==> src/rtl/fetch_stage_pkg.sv <==
// Shared fetch-pipeline definitions: fetch FSM states, reset PC and PC step.
package fetch_stage_pkg;

    typedef enum logic [1:0] {
        S_REQ,
        S_HOLD,
        S_DRAIN
    } fetch_state_t;

    localparam logic [31:0] RESET_PC_DEFAULT = 32'h0000_0000;
    localparam logic [31:0] PC_STEP          = 32'd4;

    function automatic logic [31:0] align_word(input logic [31:0] addr);
        return addr & ~32'h3;
    endfunction

endpackage

==> src/rtl/fetch_hold_buf.sv <==
// Hold register for an instruction stalled in fetch, plus the per-slot
// misaligned-redirect flag when FETCH_MISALIGN_EN is defined.
module fetch_hold_buf (
    input  logic        clk,
    input  logic        rst,
    input  logic        load,
    input  logic [31:0] din,
    output logic [31:0] dout
`ifdef FETCH_MISALIGN_EN
    ,
    input  logic        flag_load,
    input  logic        flag_in,
    output logic        flag
`endif
);

    always_ff @(posedge clk or negedge rst) begin
        if (!rst)
            dout <= '0;
        else if (load)
            dout <= din;
    end

`ifdef FETCH_MISALIGN_EN
    always_ff @(posedge clk or negedge rst) begin
        if (!rst)
            flag <= 1'b0;
        else if (flag_load)
            flag <= flag_in;
    end
`endif

endmodule

==> src/rtl/flopenr.sv <==
// Enabled flop with asynchronous active-low reset to a parameterised value.
module flopenr #(
    parameter int unsigned         WIDTH     = 32,
    parameter logic [WIDTH-1:0]    RESET_VAL = '0
) (
    input  logic             clk,
    input  logic             rst,
    input  logic             en,
    input  logic [WIDTH-1:0] d,
    output logic [WIDTH-1:0] q
);

    always_ff @(posedge clk or negedge rst) begin
        if (!rst)
            q <= RESET_VAL;
        else if (en)
            q <= d;
    end

endmodule

==> src/rtl/fetch_stage.sv <==
// Instruction-fetch stage: owns the PC, drives the imem handshake and presents
// RDD/PCF/PCPlus4F to decode. Optional feature macro: FETCH_MISALIGN_EN.
module fetch_stage
    import fetch_stage_pkg::*;
#(
    parameter logic [31:0] RESET_PC = RESET_PC_DEFAULT
) (
    input  logic        clk,
    input  logic        rst,
    input  logic        StallF,
    input  logic        RedirectF,
    input  logic [31:0] RedirectPCF,
    output logic        imem_req,
    output logic [31:0] imem_addr,
    input  logic        imem_ack,
    input  logic [31:0] imem_rdata,
    output logic [31:0] RDD,
    output logic [31:0] PCF,
    output logic [31:0] PCPlus4F,
    output logic        InstrValidF,
    output logic        MisalignF
);

    fetch_state_t state, state_next;
    logic [31:0]  pc, pc_next, redir_pc, target, hold_data;
    logic         pc_en, hold_load, redir_en, valid, consume;

    assign target = align_word(RedirectPCF);

    flopenr #(.WIDTH(32), .RESET_VAL(RESET_PC)) u_pc (
        .clk (clk),
        .rst (rst),
        .en  (pc_en),
        .d   (pc_next),
        .q   (pc)
    );

    always_ff @(posedge clk or negedge rst) begin
        if (!rst) begin
            state    <= S_REQ;
            redir_pc <= '0;
        end else begin
            state <= state_next;
            if (redir_en)
                redir_pc <= target;
        end
    end

    always_comb begin
        state_next = state;
        pc_next    = pc + PC_STEP;
        pc_en      = 1'b0;
        hold_load  = 1'b0;
        redir_en   = 1'b0;
        valid      = 1'b0;
        consume    = 1'b0;
        case (state)
            S_REQ: begin
                if (imem_ack) begin
                    if (RedirectF) begin
                        pc_next = target;
                        pc_en   = 1'b1;
                    end else begin
                        valid = 1'b1;
                        if (!StallF) begin
                            pc_en   = 1'b1;
                            consume = 1'b1;
                        end else begin
                            hold_load  = 1'b1;
                            state_next = S_HOLD;
                        end
                    end
                end else if (RedirectF) begin
                    redir_en   = 1'b1;
                    state_next = S_DRAIN;
                end
            end
            S_HOLD: begin
                valid = 1'b1;
                if (RedirectF) begin
                    pc_next    = target;
                    pc_en      = 1'b1;
                    state_next = S_REQ;
                end else if (!StallF) begin
                    pc_en      = 1'b1;
                    consume    = 1'b1;
                    state_next = S_REQ;
                end
            end
            S_DRAIN: begin
                redir_en = RedirectF;
                // A redirect landing on the drain ack wins over the latched target.
                if (imem_ack) begin
                    pc_next    = RedirectF ? target : redir_pc;
                    pc_en      = 1'b1;
                    state_next = S_REQ;
                end
            end
            default: state_next = S_REQ;
        endcase
    end

    assign imem_req    = rst && (state != S_HOLD);
    assign imem_addr   = pc;
    assign InstrValidF = rst && valid;
    assign RDD         = (state == S_HOLD) ? hold_data : imem_rdata;
    assign PCF         = pc;
    assign PCPlus4F    = pc + PC_STEP;

`ifdef FETCH_MISALIGN_EN
    logic mis_flag;

    fetch_hold_buf u_hold (
        .clk       (clk),
        .rst       (rst),
        .load      (hold_load),
        .din       (imem_rdata),
        .dout      (hold_data),
        .flag_load (RedirectF || consume),
        .flag_in   (RedirectF && (RedirectPCF[1:0] != 2'b00)),
        .flag      (mis_flag)
    );

    assign MisalignF = mis_flag && InstrValidF;
`else
    fetch_hold_buf u_hold (
        .clk  (clk),
        .rst  (rst),
        .load (hold_load),
        .din  (imem_rdata),
        .dout (hold_data)
    );

    assign MisalignF = 1'b0;
`endif

endmodule

==> config.mk <==
export PLATFORM = sky130hd
export DESIGN_NAME = fetch_stage
export DESIGN_NICKNAME = d
export VERILOG_FILES = /design/src/rtl/fetch_stage_pkg.sv /design/src/rtl/fetch_hold_buf.sv /design/src/rtl/flopenr.sv /design/src/rtl/fetch_stage.sv
export SDC_FILE = /design/constraint.sdc
export NUM_CORES = 1
export LEC_CHECK = 0
export BUFFER_PORTS_ARGS = -buffer_cell sky130_fd_sc_hd__buf_2
export CAP_MARGIN = 10
export CORE_MARGIN = 1
export CORE_UTILIZATION = 56
export CTS_BUF_LIST = sky130_fd_sc_hd__clkbuf_8
export CTS_CLUSTER_SIZE = 30
export DETAILED_ROUTE_END_ITERATION = 8
export HOLD_SLACK_MARGIN = 0.02
export PLACE_DENSITY_LB_ADDON = 0.08
export SLEW_MARGIN = 10
export SYNTH_ARGS = -nofsm -noshare
export SYNTH_HDL_FRONTEND = slang
export SYNTH_SLANG_ARGS = --single-unit
==> constraint.sdc <==
create_clock -name clk -period 5.6 [get_ports clk]
set_clock_uncertainty 0.1 [all_clocks]
set_input_delay 0.28 -clock clk [delete_from_list [all_inputs] [get_ports clk]]
set_output_delay 0.28 -clock clk [all_outputs]
set_load 0.05 [all_outputs]
==> results.py <==
metrics = {
    "setup_path": {
        "critPathKind": "reg2out",
        "arrival_ps": 2590,
        "path_buf_inv": 1,
        "path_max_fanout": 7,
        "max_stage_delay_ps": 560,
        "slowest_stage": "nor4_4",
        "cp_cell_sequence": "ha_1, nand3_2, nor4_4, nand3_2, xnor2_1, buf_2",
        "crit_path_frequent_cell": "nand3_2",
        "startpoint_type": "register",
        "required_ps": 5220,
        "crit_family": "simple AND/OR/NAND/NOR gates",
        "end_kind": "output pin",
    },
    "global_route": {
        "grt_pass1_vias": 4337,
        "grt-ovfl-total": 0,
        "grt_max_degree": 69,
        "grt_usage_pct": 26.46,
        "grt_pass1_wl_um": 21530,
        "antenna_found_initial": 0,
    },
    "cts": {
        "cts.path.max_buffers": 2,
        "cts_setup_buffers": 0,
        "tritoncts": "built",
        "cts_sinks": 96,
        "cts-buffers-inserted": 9,
        "cts_root_buf": "clkbuf_8",
        "h-tree-depth": 3,
        "clkLatencyLatePin_ps": 370,
        "cts.clk_slew.worst_paths_ps": 90,
    },
    "synth": {
        "synth_cell_types": 58,
        "yosysMostFrequentCell": "dfrtp_1",
        "synth_top_area_share_pct": 41.73,
        "yosysSeqAreaShare_pct": 41.73,
        "yosys_warnings": 0,
        "yosysTopAreaCell": "dfrtp_1",
        "synth-edff-count": 0,
        "syn_area_sq_um": 5757,
        "syn_inst": 545,
        "synth_common_cells": "dfrtp_1 (96), mux2_2 (86), buf_4 (35)",
        "synth_fp_nets": 615,
        "synthFlopType": "dfrtp_1",
        "synth_seq_cells": 96,
        "synth_area_leaders": "dfrtp_1 (42%), mux2_2 (17%), buf_4 (4.6%)",
        "syn_avg_cell_area_sq_um": 10.56,
        "async_flop_share_pct": 100.0,
    },
    "timing": {
        "drv_slew": 0,
        "period_needed_ps": 2970,
        "post-route-period-util_pct": 53.04,
        "worst_slew_pin_slew_ps": 1241,
        "rsz0062_at_grt": "false",
        "tns_ps": 0,
        "hold_viol": 0,
        "max_freq_ghz": 0.3366,
        "finalSetupViolCount": 0,
        "timing.final.ws_setup_ps": 2630,
        "slew_headroom_pct": 16.91,
    },
    "place": {
        "gp_congestion": 0.8291,
        "place_hpwl_um": 9833,
        "port_buffers": 196,
        "preCtsSetupSlack_ps": 2522,
    },
    "detailed_routing": {
        "drtPass1Iterations": 5,
        "drc": 0,
        "drtIter0Drc": 216,
        "routedWlPerCell_um": 16.79,
        "via_per_inst": 5.711,
        "ant_nets": 0,
        "drt_wl_total_um": 13930,
        "vias": 4740,
    },
    "die": {
        "io_pins": 200,
        "die_h_um": 103.4,
        "die_w_um": 103.4,
        "rows": 36,
        "die_area_sq_um": 10690,
        "core_sq_um": 9864,
        "start_util_pct": 58.36,
    },
    "pwr": {
        "p_leak_uw": 0.003099,
        "ir_drop_mv": 0.2463,
        "p_per_area_nw_per_um2": 401.2,
    },
    "cells_and_area": {
        "drive_above_1_share_pct": 47.06,
        "syn2layout_area_growth_pct": 17.63,
        "final_util_pct": 68.65,
        "antenna_cells": 0,
        "final_net_count": 762,
        "fill_cells": 809,
    },
    "worst_hold_path": {
        "min_path_type": "in2reg",
    },
    "run": {
        "drv_cap": 0,
    },
    "status": {
        "status": "finished clean",
    },
}
==> area by class of cell <==
type	instances	area, sq um	share of cell area, %
tap	133	166.4	2.458
clock buffer	9	123.9	1.829
timing repair buffer	205	1054	15.56
clock inverter	7	63.81	0.9424
inverter	13	48.80	0.7206
sequential	96	2402	35.48
multi-input combinational	367	2913	43.02
==> logic make-up after synthesis <==
logic type	Yosys count	share of synthesized area (%)
buffers and inverters	82	8.020
flip-flops	96	41.73
AND/OR/NAND/NOR	128	12.91
adder cells (fa/ha/maj)	1	0.2173
multiplexers	109	21.02
XOR/XNOR	28	4.260
other	1	0.06514
AO/OA/AOI/OAI	100	11.78
==> through the flow <==
| stage | std cells | hold slack (ps) | area [sq um] | power (uW) |
|---|---|---|---|---|
| 2_1_floorplan | 545 | -115.6 | 5757 | 2055 |
| 3_3_place_gp | 813 | 144.5 | 6574 | 2251 |
| 3_5_place_dp | 813 | 147.0 | 6574 | 2281 |
| 4_1_cts | 830 | 26.81 | 6771 | 2732 |
| 5_1_grt | 830 | 35.77 | 6771 | 2863 |
| 6_report | 830 | 42.23 | 6771 | 2717 |
==> routing by layer <==
metal | vias up | GRT usage, % | share of wire (%)
met3 | 18 | 5.040 | 7.1
met5 | - | 0 | 0
met1 | 2272 | 35.74 | 43
met2 | 207 | 43.35 | 49
met4 | 0 | 8.017 | 1.4
li1 | 2243 | - | -
==> cell usage in the layout (no fill, tap or decap), types with 4 or more instances in the layout <==
master     count
buf_2        195
dfrtp_1       96
mux2_2        86
nor2_1        31
nand2_1       24
a21oi_1       24
xnor2_1       20
nand3_1       16
o21ai_0       16
inv_1         14
mux2i_1       14
a22oi_1       12
nand4_1       10
mux2_1         9
clkbuf_8       9
buf_4          9
xor2_1         8
nor3_1         7
o311ai_1       7
nand3_2        6
a221oi_1       6
o2bb2ai_1      6
o22ai_1        6
and3_1         5
o21ai_1        5
o32a_1         4
==> worst reg2reg max path: stages (launching register included) <==
cell and delay (ps):
dfrtp_1 590, inv_1 140, a211oi_4 950, buf_4 380
mux2_2 360
==> registers in the layout (all words and copies together) (netlist names) <==
name,flops
redir_pc,30
u_pc.q,32
state,2
u_hold.dout,32
==> power by group <==
part           internal, uW  switching (uW)
combinational           343             915
sequential              840             167
clock                   203             248
total                  1390            1330
==> worst paths after layout <==
kind,slack [ps],startpoint,to,cells past startpoint
worst min-delay path,40,RedirectPCF[3],redir_pc[3],2
worst max-delay path,2630,u_pc.q[2],PCPlus4F[30],6
worst max register to register,2990,state[1],redir_pc[29],4
max in group asynchronous,3870,rst,redir_pc[4],3
min in group asynchronous,290,rst,u_hold.dout[30],2
worst min register to register,390,redir_pc[3],redir_pc[3],1
==> what timing repair did <==
action,4_1_cts,5_1_grt
hold buffers,1,0
resized for setup,0,0
endpoints found under the hold margin,28,0
Note: power is estimated with default switching activity, not from simulation.
